[src/rtl/ifetch_decode.sv]
// ifetch_decode: instruction fetch and field-split stage.
// Holds the PC, fetches one word per instruction over a req/ack handshake,
// latches it in the instruction register and presents its decoded fields.
module ifetch_decode #(
  parameter logic [31:0] PC_RESET = 32'h0000_0000,
  parameter logic [31:0] PC_STEP  = 32'd4
) (
  input  logic        clk,
  input  logic        rst,
  output logic        imem_req,
  output logic [31:0] imem_addr,
  input  logic        imem_ack,
  input  logic [31:0] imem_rdata,
  input  logic        stall,
  input  logic        br_taken,
  input  logic [31:0] br_target,
  output logic        valid,
  output logic [31:0] pc_out,
  output logic [31:0] pc_plus4,
  output logic [5:0]  opcode,
  output logic [4:0]  rs,
  output logic [4:0]  rt,
  output logic [4:0]  rd,
  output logic [4:0]  shamt,
  output logic [5:0]  funct,
  output logic [15:0] imm16,
  output logic [25:0] jidx,
  output logic        fault
);

  typedef enum logic [1:0] {
    IDLE = 2'd0,
    REQ  = 2'd1,
    HOLD = 2'd2
  } state_t;

  state_t      state_q, state_d;
  logic [31:0] pc_q, pc_d;
  logic [31:0] ir_q, ir_d;
  logic        fault_q, fault_d;

  // The instruction is handed over only when it is presented and the consumer is ready.
  logic consume;
  assign consume = (state_q == HOLD) && !stall;

  // State register: reset returns to IDLE so that imem_req drops at once.
  // NOTE: sequential state uses non-blocking assignments so every register
  // samples pre-edge values regardless of process ordering.
  always_ff @(posedge clk or posedge rst) begin
    if (rst) begin
      state_q <= IDLE;
    end else begin
      state_q <= state_d;
    end
  end

  // Next-state logic: IDLE for one cycle, REQ until ack, HOLD until consumed.
  // NOTE: every combinational output gets a default first, so no path leaves
  // it unassigned and no latch is inferred.
  always_comb begin
    state_d = state_q;
    case (state_q)
      IDLE:    state_d = REQ;
      REQ:     if (imem_ack) state_d = HOLD;
      HOLD:    if (!stall)   state_d = REQ;
      default: state_d = IDLE;
    endcase
  end

  // Datapath next-state: latch the word on ack, advance or redirect the PC on consume.
  always_comb begin
    pc_d    = pc_q;
    ir_d    = ir_q;
    fault_d = fault_q;
    if ((state_q == REQ) && imem_ack) begin
      ir_d = imem_rdata;
    end
    if (consume) begin
      if (br_taken) begin
        // Low target bits are dropped; a misaligned redirect is flagged, not trapped.
        pc_d = {br_target[31:2], 2'b00};
        if (br_target[1:0] != 2'b00) begin
          fault_d = 1'b1;
        end
      end else begin
        // 32-bit addition wraps the top of the address space back to zero.
        pc_d = pc_q + PC_STEP;
      end
    end
  end

  // Datapath registers: pc, instruction register and the sticky fault flag.
  always_ff @(posedge clk or posedge rst) begin
    if (rst) begin
      pc_q    <= PC_RESET;
      ir_q    <= 32'h0000_0000;
      fault_q <= 1'b0;
    end else begin
      pc_q    <= pc_d;
      ir_q    <= ir_d;
      fault_q <= fault_d;
    end
  end

  // Output logic: handshake and valid decoded from the state alone.
  always_comb begin
    imem_req  = 1'b0;
    imem_addr = 32'h0000_0000;
    valid     = 1'b0;
    case (state_q)
      REQ: begin
        imem_req  = 1'b1;
        imem_addr = pc_q;
      end
      HOLD:    valid = 1'b1;
      default: ;
    endcase
  end

  // Field outputs are plain slices of ir and keep the old word until the next ack.
  assign pc_out   = pc_q;
  assign pc_plus4 = pc_q + PC_STEP;
  assign opcode   = ir_q[31:26];
  assign rs       = ir_q[25:21];
  assign rt       = ir_q[20:16];
  assign rd       = ir_q[15:11];
  assign shamt    = ir_q[10:6];
  assign funct    = ir_q[5:0];
  assign imm16    = ir_q[15:0];
  assign jidx     = ir_q[25:0];
  assign fault    = fault_q;

endmodule

[config.mk]
export PLATFORM = sky130hd
export DESIGN_NAME = ifetch_decode
export DESIGN_NICKNAME = d
export VERILOG_FILES = /design/src/rtl/ifetch_decode.sv
export SDC_FILE = /design/constraint.sdc
export NUM_CORES = 1
export LEC_CHECK = 0
export ABC_AREA = 1
export CORE_MARGIN = 2
export CORE_UTILIZATION = 39
export DETAILED_ROUTE_END_ITERATION = 8
export GPL_TIMING_DRIVEN = 1
export PLACE_DENSITY_LB_ADDON = 0.12
export REMOVE_ABC_BUFFERS = 1
export SETUP_SLACK_MARGIN = 0.15
export SLEW_MARGIN = 20
export SYNTH_ARGS = -nofsm -noshare
export SYNTH_HDL_FRONTEND = slang
export SYNTH_SLANG_ARGS = --single-unit
[constraint.sdc]
create_clock -name clk -period 2.7 [get_ports clk]
set_input_delay 0.54 -clock clk [delete_from_list [all_inputs] [get_ports clk]]
set_output_delay 0.54 -clock clk [all_outputs]
set_load 0.005 [all_outputs]
==> results.md <==
* Kind of end point of the critical path: output port
* Antenna Diode Count at 0
* Fmax at 387 MHz
* Skew-Pair Late Insertion Delay at about 0.35 ns
* Die area at 11600 um^2
* RSZ-0062 raised after global routing: true
* Post-Synth Adder-Cell Area at less than 1%
* CTS tree: yes
* Vias in the first global route at 4458
* Hpwl dp at around 11 mm
* Synthesized area at 4180 um^2
* Clock Skews at 0.0121 ns
* Max-cap violations at 0
* Via Count at 4483
* Final Power at 7.38 mW
* Async SR Flop Fraction at 100%
* Gpl congestion at 0.838
* Number of vias per cell at 4.84
* Worst EP arrival at 2.04 ns
* Chip height at 108 um
* Max_slew headroom at 54.3%
* Number of antenna violations at the first check in global routing at 0
* Synth Area in Compound Gates at under 10%
* Initial DRT Pass Iterations at 4
* Clock transition at the registers of the reported paths at about 0.070 ns
* Sequential cell area at 1640 um^2
* Maximum clock path buffer count at 2
* H-tree levels at 3
* Worst Setup Path Type: reg -> out
* Lkg Pwr at 3.26 nW
* Buffers on Ports at around 240
* Post-synth EDFFs at 0
* Top-count cell post-synth: nand2_1
* Detail Route Antenna Nets at 0
* Starting density of the core at ~40%
* Fin. Hold Viols at 0
* Routed length per instance at 15.5 um
* Worst vdd ir at 632 uV
* Clock sink count at 65
* Synth unique cells at 28
* Total wire length at about 14 mm
* #FFs+latches synth at 65
* Cell Pwr Density at between 1000 and 1500 nW/um^2
* Post-Synth Simple-Gate Area at 30.2%
* Multiplexer area fraction after synthesis at 8.61%
* Pin count of the biggest net entering global routing at 39
* Final worst setup slack at 0.118 ns
* Max FO, Critical Path at 5
* Root buffer cell: clkbuf_8
* Crit path time final at 2.58 ns
* Share of cells above drive strength 1 at between 20 and 25%
* Final setup fails at 0
* Num CTS Buffers at 9
* Top cell type's share of synthesized area at 38.9%
* Synth cell count leaders: 149 x nand2_1, 99 x nor2_1, 65 x dfrtp_1, 48 x buf_4, 45 x inv_1
* Top cells by area in the synthesized netlist: dfrtp_1 39%, nand2_1 13%, nor2_1 8.9%
* Syn Area/Cell at roughly 7.5 um^2
* Syn Inst Count at 561
* HP Class: reg -> reg
* Worst slew pin tran at ~0.68 ns
* Fin crit share at 95.6%
* Register area share after synthesis at between 30% and 40%
* Top FF cell, synth: dfrtp_1
* Final #Nets at 856
* Xor and xnor area share after synthesis at 1.47%
* Grt ovf at 0
* Die X at 108 um
* Synth warnings at 0
* Final slew viol count at 0
* Multi-input logic area at 2140 um^2
* Pre-CTS setup slack at 0.274 ns
* Outcome: finished clean
* Largest family of logic cells by synthesized area: simple AND/OR/NAND/NOR gates
* DRC at 0
* Tot GR Track Use at 24.8%
* Fillers at 910
* Ports at 242
* Area Growth Syn to Fin at 68.0%
* Worst Path Required at about 2.2 ns
* Synth area leader: dfrtp_1
* Iteration-0 DRC Markers at 202
* Core Area at 10400 um^2
* Row count at 37
* Crit path launch type: register
* First-pass GRT wire length at between 20 and 25 mm
[path summary, 6_finish.rpt]
| kind | end | startpoint | depth (start not counted) | slack [ns] |
|---|---|---|---|---|
| worst max-delay path | pc_plus4[29] | pc_out[3] | 11 | 0.12 |
| worst min-delay path | fault | fault | 1 | 0.49 |
| worst max register to register | pc_out[28] | pc_out[2] | 13 | 0.85 |
| worst min register to register | fault | fault | 1 | 0.49 |
| max in group asynchronous | ir_q[6] | rst | 3 | 1.42 |
| min in group asynchronous | pc_out[23] | rst | 2 | 0.62 |
[stage by stage]
step | util, % | instance area, um^2 | TNS, ns | instances | hold slack, ns
finish | 67.8 | 7030 | 0 | 927 | 0.491
detailed placement | 61.5 | 6380 | 0 | 878 | 0.468
CTS | 65.7 | 6810 | 0 | 917 | 0.490
global placement | 61.5 | 6380 | 0 | 878 | 0.463
floorplan | - | 3760 | 0 | 500 | 0.468
global route | 67.8 | 7030 | -0.00965 | 927 | 0.519
[cells in the final DEF (no fill, tap or decap), types with 2 or more instances in the layout]
| master | n |
|---|---|
| inv_2 | 4 |
| nand3_1 | 17 |
| mux2_2 | 32 |
| conb_1 | 6 |
| o21ai_0 | 21 |
| nor2_8 | 2 |
| dlygate4sd2_1 | 8 |
| nor2_2 | 7 |
| buf_4 | 25 |
| and2_1 | 2 |
| nor2_4 | 11 |
| inv_1 | 43 |
| clkdlybuf4s50_1 | 210 |
| nand2_2 | 13 |
| a21oi_1 | 2 |
| buf_6 | 12 |
| dfrtp_1 | 55 |
| nor2_1 | 92 |
| clkbuf_1 | 2 |
| nand3_2 | 8 |
| xor2_2 | 4 |
| xor2_1 | 2 |
| clkbuf_8 | 9 |
| clkinv_2 | 2 |
| a21boi_1 | 2 |
| buf_12 | 4 |
| o22ai_1 | 7 |
| nand2_4 | 5 |
| o21ai_1 | 10 |
| clkbuf_2 | 7 |
| dlymetal6s2s_1 | 7 |
| clkinvlp_4 | 2 |
| dfrtp_2 | 10 |
| nand2_1 | 139 |
[cell families after synthesis]
family,Yosys count
multiplexers,32
XOR/XNOR,7
flip-flops,65
adder cells (fa/ha/maj),1
AND/OR/NAND/NOR,297
buffers and inverters,114
other,1
AO/OA/AOI/OAI,44
[report_power, final]
part / switching [mW] / total (mW) / internal, mW / leakage (nW)
Sequential: 0.520 / 1.99 / 1.47 / 0.769
Clock: 0.406 / 0.832 / 0.426 / 0.0933
Combinational: 1.80 / 4.56 / 2.76 / 2.40
Total: 2.73 / 7.38 / 4.65 / 3.26
[repair_timing]
action,in CTS,in global routing
pin swaps,13,10
setup buffers,23,10
setup endpoints to repair,44,30
hold buffers,0,0
resized for setup,43,68
[critical path: stages (launching register included)]
cell and delay [ns]:
dfrtp_1 0.38, buf_4 0.12, nand2_1 0.07, nor2_4 0.17, nand2_4 0.13, buf_6 0.15, nor2_4 0.10, buf_6 0.11
nand2_1 0.06, nand2_2 0.08, nand2_2 0.06, dlygate4sd2_1 0.26
[final cells by class]
class	count	share of cell area, %
timing repair buffer	275	38.6
sequential	65	23.3
multi-input combinational	387	30.4
inverter	48	2.62
clock inverter	5	0.801
tap	136	2.42
clock buffer	11	1.87
[routing by layer]
layer  GRT usage, %  wire length [um]  part of all wire, %  vias to the layer above
li1               -                 -                    -                     2139
met1           29.5              5500                   38                     2109
met2           42.8              7170                   50                      212
met3           7.26              1400                  9.7                       23
met4           8.33               304                  2.1                        0
met5              0                 0                    0                        -
[flip-flops by register name, summed over array words and instances, names as in the netlist]
| register | count |
|---|---|
| ir_q | 32 |
| pc_out | 30 |
| fault | 1 |
| state_q | 2 |
Note: power is estimated with default switching activity, not from simulation.
